<file path="src/rtl/control_fsm_pkg.sv">
// control_fsm_pkg: opcode constants, state encodings and legality check for the MIPS main control unit.
package control_fsm_pkg;
  localparam int OPCODE_WIDTH = 6;
  localparam logic [OPCODE_WIDTH-1:0] OP_RTYPE = 6'b000000;
  localparam logic [OPCODE_WIDTH-1:0] OP_LW    = 6'b100011;
  localparam logic [OPCODE_WIDTH-1:0] OP_SW    = 6'b101011;
  localparam logic [OPCODE_WIDTH-1:0] OP_BEQ   = 6'b000100;
  localparam logic [OPCODE_WIDTH-1:0] OP_ADDI  = 6'b001000;
  localparam logic [2:0] S_IDLE   = 3'd0;
  localparam logic [2:0] S_FETCH  = 3'd1;
  localparam logic [2:0] S_DECODE = 3'd2;
  localparam logic [2:0] S_EXEC   = 3'd3;
  localparam logic [2:0] S_MEM    = 3'd4;
  localparam logic [2:0] S_WB     = 3'd5;
  function automatic logic op_legal(input logic [OPCODE_WIDTH-1:0] op);
    return op inside {OP_RTYPE, OP_LW, OP_SW, OP_BEQ, OP_ADDI};
  endfunction
endpackage

</file>
<file path="src/rtl/control_fsm_main_decoder.sv">
// main_decoder: combinational opcode classification for the control unit.
module main_decoder
  import control_fsm_pkg::*;
(
  input  logic [OPCODE_WIDTH-1:0] op,
  output logic                    is_r,
  output logic                    is_lw,
  output logic                    is_sw,
  output logic                    is_beq,
  output logic                    is_addi,
  output logic                    illegal
);
  assign is_r    = op == OP_RTYPE;
  assign is_lw   = op == OP_LW;
  assign is_sw   = op == OP_SW;
  assign is_beq  = op == OP_BEQ;
  assign is_addi = op == OP_ADDI;
  assign illegal = !op_legal(op);
endmodule

</file>
<file path="src/rtl/control_fsm.sv">
// control_fsm: multi-cycle MIPS main control, FETCH/DECODE/EXEC/MEM/WB sequencing with Moore control outputs.
module control_fsm
  import control_fsm_pkg::*;
#(
  parameter int CNT_WIDTH = 16
) (
  input  logic                    cu_clk,
  input  logic                    cu_rst,
  input  logic                    cu_i_ce,
  input  logic [OPCODE_WIDTH-1:0] cu_i_opcode,
  output logic                    cu_o_ce,
  output logic                    cu_o_RegDst,
  output logic                    cu_o_RegWrite,
  output logic                    cu_o_Branch,
  output logic                    cu_o_ALUSrc,
  output logic                    cu_o_MemRead,
  output logic                    cu_o_MemWrite,
  output logic                    cu_o_MemtoReg,
  output logic                    cu_o_busy,
  output logic                    cu_o_illegal,
  output logic [CNT_WIDTH-1:0]    cu_o_instr_count
);
  logic [2:0] state, state_nxt, leave;
  logic [OPCODE_WIDTH-1:0] op;
  logic is_r, is_lw, is_sw, is_beq, is_addi, op_bad, in_instr, done, dec_legal;

  main_decoder u_dec (
    .op(op), .is_r(is_r), .is_lw(is_lw), .is_sw(is_sw),
    .is_beq(is_beq), .is_addi(is_addi), .illegal(op_bad)
  );

  // DECODE branches on the live opcode; everything later uses the latched copy
  assign dec_legal = op_legal(cu_i_opcode);
  assign leave     = cu_i_ce ? S_FETCH : S_IDLE;
  assign done      = !op_bad && (state == S_WB || (state == S_MEM && is_sw) || (state == S_EXEC && is_beq));

  always_comb begin
    state_nxt = state == S_IDLE   ? leave :
                state == S_FETCH  ? S_DECODE :
                state == S_DECODE ? (dec_legal ? S_EXEC : leave) :
                state == S_EXEC   ? ((is_r || is_addi) ? S_WB : (is_lw || is_sw) ? S_MEM : leave) :
                state == S_MEM    ? (is_lw ? S_WB : leave) :
                state == S_WB     ? leave : S_IDLE;
  end

  always_ff @(posedge cu_clk or negedge cu_rst) begin
    if (!cu_rst) begin
      state            <= S_IDLE;
      op               <= '0;
      cu_o_illegal     <= 1'b0;
      cu_o_instr_count <= '0;
    end else begin
      state <= state_nxt;
      if (state == S_DECODE) op <= cu_i_opcode;
      if (state == S_DECODE && !dec_legal) cu_o_illegal <= 1'b1;
      if (done) cu_o_instr_count <= cu_o_instr_count + 1'b1;
    end
  end

  assign in_instr      = state == S_EXEC || state == S_MEM || state == S_WB;
  assign cu_o_ce       = state == S_FETCH;
  assign cu_o_busy     = state != S_IDLE;
  assign cu_o_RegDst   = in_instr && is_r;
  assign cu_o_ALUSrc   = in_instr && (is_lw || is_sw || is_addi);
  assign cu_o_MemtoReg = in_instr && is_lw;
  assign cu_o_Branch   = state == S_EXEC && is_beq;
  assign cu_o_MemRead  = state == S_MEM && is_lw;
  assign cu_o_MemWrite = state == S_MEM && is_sw;
  assign cu_o_RegWrite = state == S_WB;
endmodule

</file>
<file path="config.mk">
export PLATFORM = sky130hd
export DESIGN_NAME = control_fsm
export DESIGN_NICKNAME = d
export VERILOG_FILES = /design/src/rtl/control_fsm_pkg.sv /design/src/rtl/control_fsm_main_decoder.sv /design/src/rtl/control_fsm.sv
export SDC_FILE = /design/constraint.sdc
export NUM_CORES = 1
export LEC_CHECK = 0
export CAP_MARGIN = 10
export CORE_MARGIN = 5
export CORE_UTILIZATION = 53
export CTS_BUF_LIST = sky130_fd_sc_hd__clkbuf_16
export CTS_CLUSTER_DIAMETER = 100
export CTS_CLUSTER_SIZE = 28
export DETAILED_ROUTE_END_ITERATION = 12
export PLACE_DENSITY = 0.81
export SYNTH_ARGS = -nofsm -noshare
export SYNTH_HDL_FRONTEND = slang
export SYNTH_SLANG_ARGS = --single-unit
export TNS_END_PERCENT = 50
</file>
<file path="constraint.sdc">
create_clock -name cu_clk -period 2.8 [get_ports cu_clk]
set_input_delay 0.42 -clock cu_clk [delete_from_list [all_inputs] [get_ports cu_clk]]
set_output_delay 0.42 -clock cu_clk [all_outputs]
set_load 0.01 [all_outputs]
</file>
==> results of run 1 <==
[layout make-up]
cell class              count  area, sq um  share of cell area [%]
clock inverters             1         30.0                    1.54
multi-input cells         105          787                    40.5
well taps                  31         38.8                    1.99
clock buffers               3         75.1                    3.86
inverters                   2         7.51                   0.386
flip-flops and latches     26          651                    33.5
repair buffers             36          355                    18.3
[per-layer routing]
metal,vias to the layer above,part of all wire (%),wire length [microns],GRT usage [%]
met1,616,44,1460,21.9
met2,34,50,1640,27.3
met5,-,0,0,0
li1,584,-,-,-
met4,0,0.94,31,5.71
met3,6,5.1,168,4.09
[critical path: stages (launching register included)]
cell             delay, ns
dfrtp_1               0.42
and2b_1               0.40
nand2b_1              0.12
nor4_1                0.25
clkdlybuf4s50_1       0.63
[flip-flops by register name, summed over array words and instances (netlist names)]
name / count
op: 6
cu_o_instr_count: 16
cu_o_illegal: 1
state: 3
[synthesized netlist by cell type, types with 2 or more instances]
cell | n | area share (%)
a21oi_1 | 3 | 1.0
and3_1 | 2 | 0.83
inv_1 | 2 | 0.50
a311oi_1 | 4 | 2.3
a21o_1 | 2 | 1.0
and2_1 | 2 | 0.83
buf_6 | 2 | 1.5
nand3_1 | 11 | 3.7
dfrtp_1 | 26 | 43
and4_1 | 2 | 1.2
a31oi_1 | 9 | 3.8
or2_2 | 2 | 0.83
xor2_1 | 15 | 8.8
nor2_1 | 7 | 1.8
or3_1 | 2 | 0.83
clkbuf_1 | 2 | 0.50
nand2b_1 | 2 | 0.83
buf_4 | 2 | 1.0
o21ai_0 | 3 | 1.0
nand2_1 | 9 | 2.3
nand4_1 | 2 | 0.83
mux2_2 | 7 | 5.3
[kinds of logic (layout without fill, tap and decap cells)]
kind of cell / after synthesis / count (layout) / share of synthesized area [%]
xor+xnor: 15 / 15 / 8.76
buf+inv: 10 / 42 / 4.09
flops: 26 / 26 / 43.4
simple gates: 54 / 54 / 23.6
mux: 7 / 7 / 5.26
fa+ha+maj: 1 / 1 / 0.835
compound gates: 28 / 28 / 14.0
[path summary, 6_finish.rpt]
path	from	slack, ns	depth (start not counted)	to
hold reg to reg	cu_o_illegal	0.47	2	cu_o_illegal
setup / recovery	state[1]	0.30	4	cu_o_MemWrite
min in group asynchronous	cu_rst	0.53	2	op[0]
setup reg to reg	state[0]	0.76	4	cu_o_instr_count[1]
max in group asynchronous	cu_rst	2.02	2	op[2]
hold / removal	cu_o_illegal	0.47	2	cu_o_illegal
[cells in the final DEF (no fill, tap or decap), types with 2 or more instances in the layout]
cell type	count
and2_1	2
or3_1	2
xor2_1	15
nor2_1	7
mux2_2	7
a21oi_1	3
a311oi_1	4
and4_1	2
nand2_1	9
o21ai_0	3
nand3_1	11
nand4_1	2
dfrtp_1	26
clkbuf_16	3
a31oi_1	9
nand2b_1	2
and3_1	2
clkdlybuf4s50_1	34
or2_2	2
inv_1	2
buf_4	2
a21o_1	2
[power by group]
part | total (mW) | leakage (nW) | internal, mW | switching (mW)
clock network | 0.413 | 0.0511 | 0.284 | 0.128
registers | 0.585 | 0.341 | 0.440 | 0.145
logic | 0.343 | 0.489 | 0.189 | 0.154
==> impl_metrics.yaml, run 1 <==
run_status:
  status: "complete, no violations"
sta:
  hold_viol_final: 0
  setup_tns_ns: 0
  slew_violations: 0
  worstMarginPinSlew_ns: 0.586
  fmax_ghz: 0.400
  fin_skew_ns: 0.00208
  rsz0062_at_grt: "false"
  setup_slack_ns: 0.299
  min_period_ns: 2.50
  setup_violations: 0
  timing.slew.headroom_pct: 60.8
  holdWs_ns: 0.471
  period_share_pct: 89.3
die:
  dieWidth_microns: 63.2
  io_pins: 35
  core_sq_mm: 0.00273
  die_h_microns: 63.2
  std_cell_rows: 19
  dieArea_sq_mm: 0.00399
  initial_core_util_pct: 54.8
routing:
  first_pass_iters: 4
  wl_microns: 3300
  postRouteAntennaNets: 0
  drt-initial-drc-count: 66
  avgViaCountPerCell: 6.08
  num_vias: 1240
  routedWlPerCell_microns: 16.2
  drc_errors: 0
logic_synthesis:
  yosysWarnings: 0
  synth_edf_count: 0
  ys_seq_elements: 26
  async_flop_share_pct: 100
  syn_area_sq_mm: 0.00150
  synth_cell_types: 45
  ys_seq_area_share_pct: 43.4
  synth_ff_type: "dfrtp_1"
  avgSynthCellArea_sq_um: 10.6
  synth.net_count: 151
  synth_cells: 141
finish:
  n_fill_cell: 197
  flow.area_growth_from_synthesis_pct: 29.7
  post-route-util_pct: 71.1
  antenna_cells: 0
  design_area_sq_mm: 0.00194
  layout-drive-gt1-share_pct: 13.3
  fin_cells: 204
  final_nets: 184
clocking:
  clk_pin_slew_ns: 0.06
  cts_tree: "done"
  cts_buffers: 3
  cts.repair.resized: 0
  post_cts_buffers: 0
  cts_max_path_buffers: 2
  worstSkewPairLatency_ns: 0.26
  cts.htree.levels: 1
  cts.sinks: 26
  cts_root_buf: "clkbuf_16"
  postCtsHoldBufs: 0
grt:
  grt_pass1_vias: 1198
  antenna_found_initial: 0
  grt_first_pass_wirelength_microns: 5460
  grt_use_total_pct: 16.8
  grt_overflow_total: 0
  grt_max_degree: 27
critical_path:
  critPathCaptureType: "primary output"
  cp-start-kind: "register"
  crit_arrival_ns: 2.08
  worstPathMaxFanout: 7
  critPathRequiredTime_ns: 2.38
  path_class: "register to primary output"
power:
  vdd_drop_max_v: 0.000625
  total_power_mw: 1.34
  p_leak_nw: 0.881
  powerDensity_mw_per_mm2: 689
placed_design:
  dp.cells: 200
  dpl_worst_slack_ns: 0.632
  place_area_sq_mm: 0.00184
  dp_hpwl_microns: 2400
  globalplace.congestion: 0.965
  io_buffers: 34
min_path:
  hp-class: "register to register"
flow_run:
  drv_cap: 0
Power figures use the tool's default switching activity.
==> run 2: changes to the inputs <==
CORE_MARGIN = 3   (was 5)
==> run 2 against run 1 <==
  * Total power shrank 6.2%
  * Core utilization rose by 2.6 points
  * Count of clock-buffer cells in the layout is the same
  * Final cell count shrank 0.98%
  * Die area decreased by 12%
  * Critical path depth unchanged
  * Non-clock buffer count fell by 1
  * Clock power down 23%
  * Worst hold slack lost 0.0067 ns
  * Largest cell class unchanged
  * Largest power group unchanged
==> impl_metrics.yaml, run 2 (synthesized netlist as in run 1, its figures left out) <==
placed_design:
  dp_hpwl_microns: 2310
  globalplace.congestion: 0.834
  io_buffers: 34
  dpl_worst_slack_ns: 0.642
sta:
  slew_violations: 0
  period_share_pct: 90.0
  setup_slack_ns: 0.280
  worstMarginPinSlew_ns: 0.671
  rsz0062_at_grt: "false"
  fin_skew_ns: 0.00369
  timing.slew.headroom_pct: 55.1
  setup_violations: 0
  min_period_ns: 2.52
  hold_viol_final: 0
  setup_tns_ns: 0
  fmax_ghz: 0.397
power:
  total_power_mw: 1.26
  vdd_drop_max_v: 0.000613
  powerDensity_mw_per_mm2: 658
  p_leak_nw: 0.864
critical_path:
  cp_slowest_cell: "dfrtp_1"
  r2r-start: "state[0]"
  worstPathMaxFanout: 13
  reg2reg_depth: 4
  path_class: "register to primary output"
  r2r-end: "cu_o_instr_count[1]"
  critPathRequiredTime_ns: 2.38
  max_stage_delay_ns: 0.57
  critPathCaptureType: "primary output"
  ff2ff_setup_slack_ns: 0.72
  cp_top_family: "flip-flops"
  worstPathCellList: "and3b_1 -> o21ai_0 -> nor3_1 -> clkdlybuf4s50_1"
  crit_arrival_ns: 2.10
  cp-start-kind: "register"
  critical_path_buf_inv_count: 1
finish:
  top_register: "cu_o_instr_count"
  reg.largest.list: "cu_o_instr_count: 16 flops, op: 6 flops, state: 3 flops"
  final_common_cell: "clkdlybuf4s50_1"
  largest_reg_flops: 16
  layout_common_cells: "clkdlybuf4s50_1, dfrtp_1, xor2_1, nand3_1"
  antenna_cells: 0
  flow.area_growth_from_synthesis_pct: 27.4
  layout-drive-gt1-share_pct: 12.2
  final_nets: 183
die:
  core_sq_mm: 0.00259
  dieWidth_microns: 59.2
  io_pins: 35
  dieArea_sq_mm: 0.00350
  die_h_microns: 59.2
  initial_core_util_pct: 57.9
  std_cell_rows: 18
min_path:
  min_to: "cu_o_illegal"
  min_from: "cu_o_illegal"
  hp-class: "register to register"
  worstHoldPathCells: 2
clocking:
  post_cts_buffers: 0
  cts_root_buf: "clkbuf_16"
  worstSkewPairLatency_ns: 0.26
  cts_buffers: 3
  cts.htree.levels: 1
  cts.sinks: 26
  cts.repair.resized: 0
  postCtsHoldBufs: 0
  cts_tree: "done"
  cts_max_path_buffers: 2
  clk_pin_slew_ns: 0.06
routing:
  first_pass_iters: 4
  drc_errors: 0
  wl_microns: 3350
  avgViaCountPerCell: 6.28
  routedWlPerCell_microns: 16.6
  num_vias: 1268
  postRouteAntennaNets: 0
  drt-initial-drc-count: 59
grt:
  grt_pass1_vias: 1199
  grt_use_total_pct: 20.6
  antenna_found_initial: 0
  grt_first_pass_wirelength_microns: 5520
  grt_max_degree: 27
  grt_overflow_total: 0
flow_run:
  drv_cap: 0
run_status:
  status: "complete, no violations"
## run 2: layout make-up
cell class                 instances  area [sq um]
clock buffer                       3          75.1
clock inverter                     1          3.75
tap                               30          37.5
sequential                        26           651
inverter                           2          7.51
fill                             187           681
timing repair buffer              35           348
multi-input combinational        105           787
## run 2: layer usage
layer	wire [microns]	GRT usage [%]	vias up	share of wire, %
li1	-	-	588	-
met1	1440	27.7	606	43
met2	1600	32.1	63	48
met5	0	0	-	0
met4	83	10.4	0	2.5
met3	219	2.83	11	6.5
## run 2: how the worst max path moves through the flow
stage	start	endpoint	slack, ns	cells after the start
after floorplan	op[0]	cu_o_RegDst	1.19	3
after global placement	state[0]	cu_o_RegDst	0.71	4
after detailed placement	state[0]	cu_o_RegDst	0.64	4
after CTS	state[0]	cu_o_RegDst	0.29	4
after global routing	state[0]	cu_o_RegDst	0.20	4
final	state[0]	cu_o_RegDst	0.28	4
## run 2: where the power goes
| part | internal (mW) | leakage, nW | switching (mW) | total [mW] |
|---|---|---|---|---|
| logic | 0.189 | 0.485 | 0.155 | 0.345 |
| clock network | 0.191 | 0.0385 | 0.127 | 0.318 |
| registers | 0.439 | 0.341 | 0.155 | 0.594 |
| total | 0.820 | 0.864 | 0.437 | 1.26 |
## run 2: worst register-to-register path, stage by stage, from the launching register on
cell and delay (ns):
dfrtp_1 0.57, and3b_1 0.37, nand4_2 0.39, nand3_1 0.29, mux2_2 0.35
## run 2: through the flow
| stage | std cells | area (sq um) | hold WS (ns) | util (%) |
|---|---|---|---|---|
| floorplan | 141 | 1500 | 0.124 | - |
| global placement | 198 | 1830 | 0.452 | 70.7 |
| detailed placement | 198 | 1830 | 0.462 | 70.7 |
| CTS | 202 | 1910 | 0.470 | 73.7 |
| global route | 202 | 1910 | 0.500 | 73.7 |
| finish | 202 | 1910 | 0.464 | 73.7 |
